## src/rtl/alu_ctrl.sv

```systemverilog
`default_nettype none
// ============================================================================
// Module   : alu_ctrl
// Purpose  : Multi-cycle sequencer for one ARM-style data-processing request:
//            operand fetch, ALU execute, result/NZCV commit, done report.
// Revision : 1.0  initial release
// ============================================================================
module alu_ctrl #(
    parameter int REG_AW = 4
) (
    input  logic              clk,
    input  logic              rst_n,
    input  logic              req_valid,
    output logic              req_ready,
    input  logic [3:0]        req_cond,
    input  logic [3:0]        req_cmd,
    input  logic              req_s,
    input  logic [REG_AW-1:0] req_rn,
    input  logic [REG_AW-1:0] req_rm,
    input  logic [REG_AW-1:0] req_rd,
    output logic [REG_AW-1:0] rf_raddr,
    input  logic [31:0]       rf_rdata,
    output logic              rf_we,
    output logic [REG_AW-1:0] rf_waddr,
    output logic [31:0]       rf_wdata,
    output logic [31:0]       alu_a,
    output logic [31:0]       alu_b,
    output logic [3:0]        alu_cmd,
    output logic [1:0]        alu_op,
    input  logic [31:0]       alu_out,
    input  logic [3:0]        alu_flags,
    output logic [3:0]        flags_q,
    output logic              done,
    output logic              skipped,
    output logic              err
);

    localparam logic [3:0] c_cmd_and = 4'd0;
    localparam logic [3:0] c_cmd_xor = 4'd1;
    localparam logic [3:0] c_cmd_sub = 4'd2;
    localparam logic [3:0] c_cmd_rsb = 4'd3;
    localparam logic [3:0] c_cmd_add = 4'd4;
    localparam logic [3:0] c_cmd_cmp = 4'd10;
    localparam logic [3:0] c_cmd_orr = 4'd12;

    typedef enum logic [2:0] {
        ST_IDLE = 3'd0,
        ST_RD_A = 3'd1,
        ST_RD_B = 3'd2,
        ST_EXEC = 3'd3,
        ST_WB   = 3'd4,
        ST_FIN  = 3'd5
    } state_t;

    state_t            r_state;
    state_t            w_next;
    logic [3:0]        r_cmd;
    logic              r_s;
    logic [REG_AW-1:0] r_rn;
    logic [REG_AW-1:0] r_rm;
    logic [REG_AW-1:0] r_rd;
    logic [31:0]       r_opa;
    logic [31:0]       r_opb;
    logic [31:0]       r_result;
    logic [3:0]        r_flags;
    logic              r_skip;
    logic              r_err;
    logic              w_cmd_ok;
    logic              w_cond_ok;

    function automatic logic cond_pass(input logic [3:0] cond, input logic [3:0] f);
        logic n, z, c, v;
        {n, z, c, v} = f;
        case (cond)
            4'd0:    cond_pass = z;
            4'd1:    cond_pass = !z;
            4'd2:    cond_pass = c;
            4'd3:    cond_pass = !c;
            4'd4:    cond_pass = n;
            4'd5:    cond_pass = !n;
            4'd6:    cond_pass = v;
            4'd7:    cond_pass = !v;
            4'd8:    cond_pass = c && !z;
            4'd9:    cond_pass = !c || z;
            4'd10:   cond_pass = (n == v);
            4'd11:   cond_pass = (n != v);
            4'd12:   cond_pass = !z && (n == v);
            4'd13:   cond_pass = z || (n != v);
            4'd14:   cond_pass = 1'b1;
            default: cond_pass = 1'b0;
        endcase
    endfunction

    always_comb begin
        w_cmd_ok = 1'b0;
        case (req_cmd)
            c_cmd_and, c_cmd_xor, c_cmd_sub, c_cmd_rsb,
            c_cmd_add, c_cmd_cmp, c_cmd_orr: w_cmd_ok = 1'b1;
            default:                         w_cmd_ok = 1'b0;
        endcase
    end

    assign w_cond_ok = cond_pass(req_cond, r_flags);

    always_ff @(posedge clk or negedge rst_n) begin
        if (!rst_n) begin
            r_state  <= ST_IDLE;
            r_cmd    <= '0;
            r_s      <= 1'b0;
            r_rn     <= '0;
            r_rm     <= '0;
            r_rd     <= '0;
            r_opa    <= '0;
            r_opb    <= '0;
            r_result <= '0;
            r_flags  <= '0;
            r_skip   <= 1'b0;
            r_err    <= 1'b0;
        end else begin
            r_state <= w_next;
            case (r_state)
                ST_IDLE: begin
                    if (req_valid) begin
                        r_cmd  <= req_cmd;
                        r_s    <= req_s;
                        r_rn   <= req_rn;
                        r_rm   <= req_rm;
                        r_rd   <= req_rd;
                        r_err  <= !w_cmd_ok;
                        r_skip <= w_cmd_ok && !w_cond_ok;
                    end
                end
                ST_RD_B: r_opa <= rf_rdata;
                ST_EXEC: begin
                    r_opb    <= rf_rdata;
                    r_result <= alu_out;
                    if (r_s || (r_cmd == c_cmd_cmp)) begin
                        r_flags <= alu_flags;
                    end
                end
                default: ;
            endcase
        end
    end

    always_comb begin
        w_next    = r_state;
        req_ready = 1'b0;
        rf_raddr  = '0;
        rf_we     = 1'b0;
        done      = 1'b0;
        skipped   = 1'b0;
        err       = 1'b0;
        case (r_state)
            ST_IDLE: begin
                req_ready = 1'b1;
                if (req_valid) begin
                    w_next = (w_cmd_ok && w_cond_ok) ? ST_RD_A : ST_FIN;
                end
            end
            ST_RD_A: begin
                rf_raddr = r_rn;
                w_next   = ST_RD_B;
            end
            ST_RD_B: begin
                rf_raddr = r_rm;
                w_next   = ST_EXEC;
            end
            ST_EXEC: w_next = ST_WB;
            ST_WB: begin
                rf_we  = (r_cmd != c_cmd_cmp);
                done   = 1'b1;
                w_next = ST_IDLE;
            end
            ST_FIN: begin
                done    = 1'b1;
                skipped = r_skip;
                err     = r_err;
                w_next  = ST_IDLE;
            end
            default: w_next = ST_IDLE;
        endcase
    end

    // Operand B arrives from the register file during EXEC itself, so the ALU
    // sees it directly that cycle; afterwards the captured copy holds it stable.
    assign alu_b    = (r_state == ST_EXEC) ? rf_rdata : r_opb;
    assign alu_a    = r_opa;
    assign alu_cmd  = r_cmd;
    assign alu_op   = 2'b00;
    assign rf_waddr = r_rd;
    assign rf_wdata = r_result;
    assign flags_q  = r_flags;

endmodule
`default_nettype wire

```

## config.mk

```make
export PLATFORM = sky130hd
export DESIGN_NAME = alu_ctrl
export DESIGN_NICKNAME = d
export VERILOG_FILES = /design/src/rtl/alu_ctrl.sv
export SDC_FILE = /design/constraint.sdc
export NUM_CORES = 1
export LEC_CHECK = 0
export CAP_MARGIN = 30
export CORE_MARGIN = 5
export CORE_UTILIZATION = 40
export DETAILED_ROUTE_END_ITERATION = 10
export DONT_BUFFER_PORTS = 1
export PLACE_DENSITY = 0.62
export SLEW_MARGIN = 30
export SYNTH_ARGS = -nofsm -noshare
export SYNTH_HDL_FRONTEND = slang
export SYNTH_SLANG_ARGS = --single-unit
```

## constraint.sdc

```tcl
create_clock -name clk -period 3.1 [get_ports clk]
set_input_delay 0.31 -clock clk [delete_from_list [all_inputs] [get_ports clk]]
set_output_delay 0.31 -clock clk [all_outputs]
set_load 0.01 [all_outputs]
```

## After elaboration in Yosys (flattened, before gate mapping)

Cells that the tools add are included.

- Eq/ne operators: 30
- Muxes and demuxes: 12
- Reduce and logical (&&, ||, !) cells: 20

Operators by type and width:

| cell | number |
|---|---|
| equality test 4 bit, second input constant | 10 |
| 2-to-1 mux 32 bit | 1 |
| equality test 4 x 3 -> 1 bit, second input constant | 5 |
| equality test 4 x 2 -> 1 bit, second input constant | 4 |
| case mux 1 bit (15 select lines) | 1 |
| case mux 3 bit (4 select lines) | 1 |
| equality test 4 x 1 -> 1 bit, second input constant | 2 |
| logical NOT 4 bit | 2 |
| case mux 4 bit (2 select lines) | 1 |
| OR reduction 7 bit | 1 |
| equality test 3 x 2 -> 1 bit, second input constant | 2 |
| equality test 3 bit, second input constant | 2 |
| logical NOT 1 bit | 6 |
| 2-to-1 mux 1 bit | 6 |
| 2-to-1 mux 3 bit | 2 |
| logical AND 1 bit | 4 |
| inequality test 4 bit, second input constant | 1 |
| AND reduction 2 bit | 2 |
| equality test 3 x 1 -> 1 bit, second input constant | 1 |
| logical NOT 3 bit | 1 |
| logical OR 1 bit | 3 |
| inequality test 2 bit, second input constant | 1 |
| OR reduction 2 bit | 1 |
| equality test 1 bit | 1 |
| inequality test 1 bit | 1 |

- Register bits after elaboration: 122
- Bits of input ports: 92
- Output and inout port bits: 119

## Longest topological paths before layout

Gate-level depths: netlist of the first run.

- Depth after elaboration: 7
- Mapped depth: 6

## Worst setup path after synthesis of the first run

OpenSTA, ideal clock, no wires.

- Path kind: register to output
- Start: register r_state[0]
- End: output port alu_b[0]
- Path buffers: 3
- Cell stages (with the launch flop): 7
- Arrival time: 1.351 ns
- Slack: 1.439 ns
- Cell sequence: dfrtp_1 buf_6 nand2_2 or2_4 buf_8 buf_12 mux2_4

- Word-level cells in the longest chain between the ends: 2

RTL lines:

| item | RTL line | source |
|---|---|---|
| start, declared | 55 | `state_t r_state;` |
| start signal, assigned | 120 | `r_state <= w_next;` |
| equality test 3 x 2 -> 1 bit | 187 | `assign alu_b = (r_state == ST_EXEC) ? rf_rdata : r_opb;` |
| 2-to-1 mux 32 bit | -- |  |
| end, declared | 27 | `output logic [31:0] alu_b,` |

No other way between the ends.

## Worst setup path in the final report of the first run

- Start: register r_state[2]
- End: output port alu_b[27]

The elaborated chain is that of the path after synthesis.

==> results.toml, run 1 <==
[floorplan]
die_x_um = 125
die_y_um = 125
fp-row-count = 42
io_pins = 211
core_region_area_mm2 = 0.0131
start_util_pct = 40.6
design.die.area_mm2 = 0.0157

[critical_path]
criticalPathCategory = "flip-flop to output pin"
crit_start = "r_state[2]"
arrival_ns = 2.20
crit_fanout = 22
crit_path_end_kind = "output pin"
critPathRequiredTime_ns = 2.79
start_kind = "flip-flop"
r2r_start = "r_state[2]"

[detailed_routing]
ant_nets = 0
drt-pass1-iter-count = 4
drt-initial-drc-count = 74
num_vias = 2585
postRouteWirelength_um = 11000
drc = 0
viasPerCell = 5.04
drt-wirelength-per-cell_um = 21.4

[clocking]
clk_pin_slew_worst_paths_ns = 0.05
root_buffer = "clkbuf_16"
ctsResizeCount = 0
clk_path_buf_depth = 2
htree_num_levels = 4
cts_tree = "built"
numCtsBuffers = 17
post-cts-setup-buffers = 0
clock_latency_ns = 0.41
clkSinkCount = 122

[sta]
drv_slew = 0
finalHoldViolCount = 122
skew_ns = 0.00826
fmax_ghz = 0.398
fin_tns_setup_ns = 0
setup_ws_ns = 0.586
rsz0062_at_grt = "false"
whs_ns = -0.406
fin_crit_sh_pct = 81.1
setup_viol = 0
period_needed_ns = 2.51

[logic_synthesis]
synth_ff_type = "dfrtp_1"
synth_top_area_share_pct = 57.3
synth_area_leaders = "dfrtp_1 57%, mux2_4 25%, mux2_2 5.9%, buf_12 2.3%, buf_6 1.1%"
synth_top_area_cell = "dfrtp_1"
ys.warnings.count = 0
ys_async_sr_fraction_pct = 100
synth-edff-count = 0
syn-cell-area_mm2 = 0.00533
seq_area_frac_synth_pct = 57.3
syn-instance-count = 318
yosysUniqueCellTypes = 37
ys_ff_latch = 122
syn_avg_cell_area_um2 = 16.8

[layout]
nets = 416
layout-drive-gt1-share_pct = 46.9
syn_to_final_growth_pct = 12.8
layout.area.seq_mm2 = 0.00305
fill_cells = 1179
layout_common_cells = "122 x dfrtp_1, 90 x mux2_4, 28 x mux2_2, 17 x clkbuf_16, 9 x nor2_1"
num_antenna_cells = 0
multiInputGateArea_mm2 = 0.00206
layout_commonest_cell = "dfrtp_1"

[place]
dp_hpwl_um = 7710
place_ws_ns = 0.953
port_buffers = 0
globalplace.congestion = 0.747

[global_route]
grt_use_total_pct = 14.2
grt_pass1_wl_um = 17300
grt_max_degree = 123
grt_pass1_vias = 2969
overflow = 0
antenna_found_initial = 0

[pwr]
leakage_nw = 2.80
p_per_area_mw_per_mm2 = 1260
vdd_drop_max_uv = 671

[status]
outcome = "finished, violations left"
violations = "hold timing"

[job]
cap_viol_max_count = 0

[hold_path]
hold_path.class = "input pin to async pin"
-- power by group --
part | total [W] | switching [W] | internal [W]
clock | 0.00202 | 0.000695 | 0.00133
sequential | 0.00327 | 0.000849 | 0.00242
combinational | 0.00230 | 0.000877 | 0.00142
total | 0.00759 | 0.00242 | 0.00517
-- Yosys cell counts, types with 2 or more instances --
| master | instances |
|---|---|
| a21oi_1 | 2 |
| a22oi_1 | 4 |
| and3_1 | 2 |
| buf_12 | 6 |
| buf_2 | 4 |
| buf_4 | 3 |
| buf_6 | 5 |
| dfrtp_1 | 122 |
| inv_1 | 2 |
| mux2_2 | 28 |
| mux2_4 | 90 |
| mux2i_1 | 2 |
| nand2_1 | 4 |
| nor2_1 | 9 |
| nor2b_1 | 4 |
| nor3_1 | 5 |
| nor3b_1 | 3 |
| o22ai_1 | 2 |
| xnor2_1 | 2 |
| xor2_1 | 2 |
-- layout make-up --
type | instances | area share, %
Multi-Input combinational cell | 176 | 34.2
Tap cell | 176 | 3.66
Sequential cell | 122 | 50.7
Inverter | 2 | 0.125
Clock inverter | 10 | 2.33
Clock buffer | 22 | 7.88
Timing Repair Buffer | 5 | 1.04
-- final timing paths --
kind                                end  slack, ns  cells after the start
setup / recovery              alu_b[27]       0.59                      3
hold / removal             rf_wdata[18]      -0.41                      0
setup reg to reg           rf_wdata[30]       0.97                      4
hold reg to reg                     r_s       0.51                      1
max in group asynchronous      r_opb[2]       3.34                      0
min in group clk           rf_wdata[22]       0.04                      1
-- state kept, by name (all words and copies together) (netlist names) --
name,cells
alu_a,32
alu_cmd,4
flags_q,4
r_err,1
r_opb,32
r_rm,4
r_rn,4
r_s,1
r_skip,1
r_state,3
rf_waddr,4
rf_wdata,32
-- routing by layer --
metal  track usage [%]  routed length (µm)  vias up  part of all wire, %
li1                  -                   -     1133                    -
met1              15.2                4130     1304                   38
met2              21.8                5210      136                   48
met3              10.6                1500       12                   14
met4              4.66                 119        0                  1.1
met5                 0                   0        -                    0
-- cell families after synthesis --
group	share of synthesized area (%)
other cells	0.0703
buf+inv	4.53
mux	31.6
xor+xnor	0.657
compound gates	1.76
simple gates	4.11
flops	57.3
-- worst max-delay path: stages, from the launching register on --
cell     delay, ns
dfrtp_1       0.64
or2_4         0.47
buf_4         0.31
mux2_4        0.35
-- stage by stage --
stage	cells	instance area [µm²]	hold WS, ns	utilization, %	total power (W)
2_1_floorplan	319	5340	0.0144	-	0.00524
3_3_place_gp	481	5400	0.0183	41.1	0.00555
3_5_place_dp	481	5400	0.0184	41.1	0.00563
4_1_cts	513	6020	-0.431	45.8	0.00772
5_1_grt	513	6020	-0.439	45.8	0.00802
6_report	513	6020	-0.406	45.8	0.00759
No activity file was read; power rests on OpenSTA's default activity.
==> run 2, diff against run 1 <==
clock period = 2.5 ns   (was 3.1 ns; I/O delays follow)
==> run 2 against run 1 <==
- the run still ends with hold timing left
- setup slack lost 0.29 ns
- worst hold slack lost 0.054 ns
- global-route usage rose by 1.3 points
- critical path type unchanged
- largest cell class unchanged
==> results.toml, run 2 (synthesis gave the netlist of run 1 again) <==
[status]
violations = "hold timing"
outcome = "finished, violations left"

[clocking]
clkSinkCount = 122
clock_latency_ns = 0.41
numCtsBuffers = 17
clk_path_buf_depth = 2
post-cts-setup-buffers = 0
root_buffer = "clkbuf_16"
htree_num_levels = 4
clk_pin_slew_worst_paths_ns = 0.05
ctsResizeCount = 0
hold_buffers = 86
cts_tree = "built"

[pwr]
vdd_drop_max_uv = 692
p_per_area_mw_per_mm2 = 1390
leakage_nw = 3.18

[layout]
num_antenna_cells = 0
fill_cells = 1079
layout_common_cells = "122 x dfrtp_1, 90 x mux2_4, 86 x dlygate4sd3_1, 28 x mux2_2, 17 x clkbuf_16"
layout_commonest_cell = "dfrtp_1"
layout-drive-gt1-share_pct = 36.9
final_cell_count_no_fill = 599
final_util_pct = 52.5
syn_to_final_growth_pct = 29.3
nets = 502

[hold_path]
hold_path.class = "input pin to async pin"

[sta]
setup_viol = 0
rsz0062_at_grt = "false"
period_needed_ns = 2.21
fin_crit_sh_pct = 88.3
drv_slew = 0
whs_ns = -0.460
skew_ns = 0.00411
fin_tns_setup_ns = 0
finalHoldViolCount = 122
fmax_ghz = 0.453

[place]
dp_cells = 481
globalplace.congestion = 0.775
port_buffers = 0
dp_hpwl_um = 7800

[floorplan]
fp-row-count = 42
start_util_pct = 40.6
core_region_area_mm2 = 0.0131
io_pins = 211
die_y_um = 125
die_x_um = 125
design.die.area_mm2 = 0.0157

[detailed_routing]
postRouteWirelength_um = 12100
num_vias = 2905
drt-wirelength-per-cell_um = 20.2
drt-initial-drc-count = 95
drt-pass1-iter-count = 4
drc = 0
ant_nets = 0
viasPerCell = 4.85

[critical_path]
crit_fanout = 39
start_kind = "flip-flop"
arrival_ns = 1.96
criticalPathCategory = "flip-flop to output pin"
crit_path_end_kind = "output pin"
critPathRequiredTime_ns = 2.25

[global_route]
grt_max_degree = 123
antenna_found_initial = 0
grt_pass1_vias = 3408
overflow = 0
grt_use_total_pct = 15.5
grt_pass1_wl_um = 19200

[job]
cap_viol_max_count = 0
## run 2: cell types whose count changed in the layout (fill, tap and decap cells not counted), sizes merged
| cell | before | now |
|---|---|---|
| inv | 3 | 2 |
| clkinvlp | 3 | 1 |
| clkbuf | 22 | 25 |
| dlygate4sd3 | 0 | 86 |
## run 2: worst paths after layout
check / from / slack (ns) / end / cells past startpoint
max in group asynchronous: rst_n / 2.84 / alu_a[9] / 0
max reg2reg: r_state[2] / 0.60 / flags_q[0] / 4
max: r_state[2] / 0.29 / alu_b[21] / 3
min reg2reg: r_rm[3] / 0.51 / r_rm[3] / 1
min in group clk: rf_rdata[22] / 0.03 / r_opb[22] / 1
min: rst_n / -0.46 / rf_wdata[20] / 0
## run 2: worst max-delay path, stage by stage (launching register included)
cell and delay [ns]:
dfrtp_1 0.63, or2_4 0.25, buf_12 0.25, mux2_4 0.37
## run 2: per-layer routing
| layer | part of all wire (%) | track usage, % |
|---|---|---|
| met1 | 37 | 16.3 |
| met2 | 51 | 25.7 |
| met3 | 12 | 9.59 |
| met4 | 1.1 | 5.23 |
| met5 | 0 | 0 |
## run 2: area by class of cell
type	count	area, µm²	area share (%)
sequential	122	3050	44.3
multi-input combinational	176	2060	29.8
timing repair buffer	91	948	13.8
clock buffer	25	495	7.19
tap	176	220	3.19
clock inverter	7	113	1.63
inverter	2	7.51	0.109
## run 2: metrics by stage
step | power, W | hold WS [ns] | area [µm²] | setup WS (ns)
floorplan | 0.00650 | -0.0456 | 5340 | 0.899
global placement | 0.00692 | -0.0418 | 5430 | 0.618
detailed placement | 0.00703 | -0.0418 | 5430 | 0.573
CTS | 0.00973 | -0.486 | 6900 | 0.255
global route | 0.0101 | -0.495 | 6900 | 0.188
finish | 0.00960 | -0.460 | 6900 | 0.293
## run 2: where the power goes
group	internal (W)	switching [W]	total (W)	leakage [nW]
clock network	0.00167	0.000833	0.00250	0.297
registers	0.00300	0.00106	0.00406	1.43
logic	0.00188	0.00115	0.00303	1.45
==> run 3, diff against run 2 <==
CTS_CLUSTER_SIZE = 10   (was unset)
PLACE_DENSITY = unset   (was 0.62)
REMOVE_ABC_BUFFERS = 1   (was unset)
==> run 3 against run 2 <==
- the run still ends with hold timing left
- critical path depth rose by 1
- via count is 3.9% higher
- clock-buffer cell count is 8 lower
- sequential share of layout area is 0.89 points lower
- core utilization rose by 1.1 points
- first-iteration DRC count is 24% higher
- cell area rose by 2.1%
==> results.toml, run 3 (synthesis gave the netlist of run 1 again) <==
[status]
outcome = "finished, violations left"
violations = "hold timing"

[floorplan]
die_y_um = 125
io_pins = 211
fp-row-count = 42
core_region_area_mm2 = 0.0131
die_x_um = 125
start_util_pct = 40.6
design.die.area_mm2 = 0.0157

[global_route]
antenna_found_initial = 0
grt_max_degree = 123
grt_pass1_wl_um = 19200
grt_use_total_pct = 15.5
grt_pass1_vias = 3517
overflow = 0

[detailed_routing]
drc = 0
viasPerCell = 4.88
postRouteWirelength_um = 12100
drt-initial-drc-count = 118
drt-pass1-iter-count = 4
ant_nets = 0
num_vias = 3018
drt-wirelength-per-cell_um = 19.6

[pwr]
swShare_pct = 32.9
p_sw_w = 0.00312
intPower_w = 0.00635
p_per_area_mw_per_mm2 = 1350
leakage_nw = 3.23
vdd_drop_max_uv = 705
seqPwrFrac_pct = 42.8
pwr-share-clk_pct = 25.2
p_total_w = 0.00947
combPwrFrac_pct = 32.0

[layout]
num_antenna_cells = 0
nets = 522
syn_to_final_growth_pct = 32.0
fill_cells = 1057
layout_commonest_cell = "dfrtp_1"
layout_common_cells = "122 x dfrtp_1, 105 x dlygate4sd3_1, 90 x mux2_4, 28 x mux2_2, 17 x clkbuf_16"
layout-drive-gt1-share_pct = 36.3

[sta]
period_needed_ns = 2.35
whs_ns = -0.473
worst_pin_slew_ns = 0.617
skew_ns = 0.00607
drv_slew = 0
fin_crit_sh_pct = 94.1
finalHoldViolCount = 122
fmax_ghz = 0.425
setup_viol = 0
max_slew_margin_pct = 58.9
rsz0062_at_grt = "false"

[critical_path]
crit_start = "r_state[0]"
r2r_start = "r_state[2]"
timing.rr.end = "r_rm[2]"
start_kind = "flip-flop"
arrival_ns = 2.10
crit_path_end_kind = "output pin"
r2r_setup_slack_ns = 0.68
worst-r2r-cell-count = 4
critPathRequiredTime_ns = 2.25
criticalPathCategory = "flip-flop to output pin"
crit_end = "alu_b[0]"
crit_fanout = 32

[clocking]
clkSinkCount = 122
cts_tree = "built"
htree_num_levels = 4
clock_latency_ns = 0.42
numCtsBuffers = 17
clk_pin_slew_worst_paths_ns = 0.06
root_buffer = "clkbuf_16"
clk_path_buf_depth = 2

[hold_path]
hold_path.class = "input pin to async pin"

[place]
dp_hpwl_um = 7600
globalplace.congestion = 0.741
port_buffers = 0

[job]
cap_viol_max_count = 0
==> run 3: power by group through the flow <==
stage / Clock (W) / Sequential [W] / Combinational, W
2_1_floorplan: 0 / 0.00379 / 0.00253
3_3_place_gp: 0 / 0.00407 / 0.00281
3_5_place_dp: 0 / 0.00406 / 0.00292
4_1_cts: 0.00243 / 0.00407 / 0.00302
5_1_grt: 0.00254 / 0.00418 / 0.00325
6_report: 0.00239 / 0.00406 / 0.00303
==> run 3: per-stage QoR <==
stage          setup WS (ns)  setup TNS [ns]  instances  area [µm²]  utilization (%)
2_1_floorplan          -1.08          -31.73        300        5100                -
3_3_place_gp           0.652               0        482        5410             41.2
3_5_place_dp           0.595               0        482        5410             41.2
4_1_cts                0.130               0        600        6850             52.1
5_1_grt               0.0236               0        619        7040             53.6
6_report               0.148               0        619        7040             53.6
==> run 3: worst max-delay path, cell delays in order, from the launching register on <==
cell and delay (ns):
dfrtp_1 0.50, nand2_2 0.13, or2_4 0.14, buf_4 0.49
mux2_4 0.38
==> run 3: worst min-delay path by stage <==
| stage | start | end | cells after the start |
|---|---|---|---|
| 2_1_floorplan | rst_n | alu_a[0] | 0 |
| 3_3_place_gp | rst_n | r_opb[3] | 0 |
| 3_5_place_dp | rst_n | r_opb[3] | 0 |
| 4_1_cts | rst_n | r_opb[3] | 0 |
| 5_1_grt | rst_n | rf_wdata[11] | 0 |
| 6_report | rst_n | rf_wdata[15] | 0 |
==> run 3: area by class of cell <==
class / count / area (µm²) / area share, %
Tap cell: 176 / 220 / 3.13
Multi-Input combinational cell: 176 / 2060 / 29.2
Timing Repair Buffer: 111 / 1120 / 15.9
Sequential cell: 122 / 3050 / 43.4
Clock buffer: 17 / 425 / 6.05
Clock inverter: 15 / 151 / 2.15
Inverter: 2 / 7.51 / 0.107
==> run 3: layer usage <==
metal / routed length, µm / GRT usage, % / share of wire (%)
met5: 0 / 0 / 0
met4: 152 / 5.23 / 1.3
met3: 1260 / 9.38 / 10
met2: 6000 / 24.9 / 49
met1: 4710 / 17.2 / 39
==> run 3: what timing repair did <==
item	in CTS	in global routing
hold buffers	86	19
resized for setup	0	0
endpoints found under the hold margin	209	141
buffers inserted	0	0
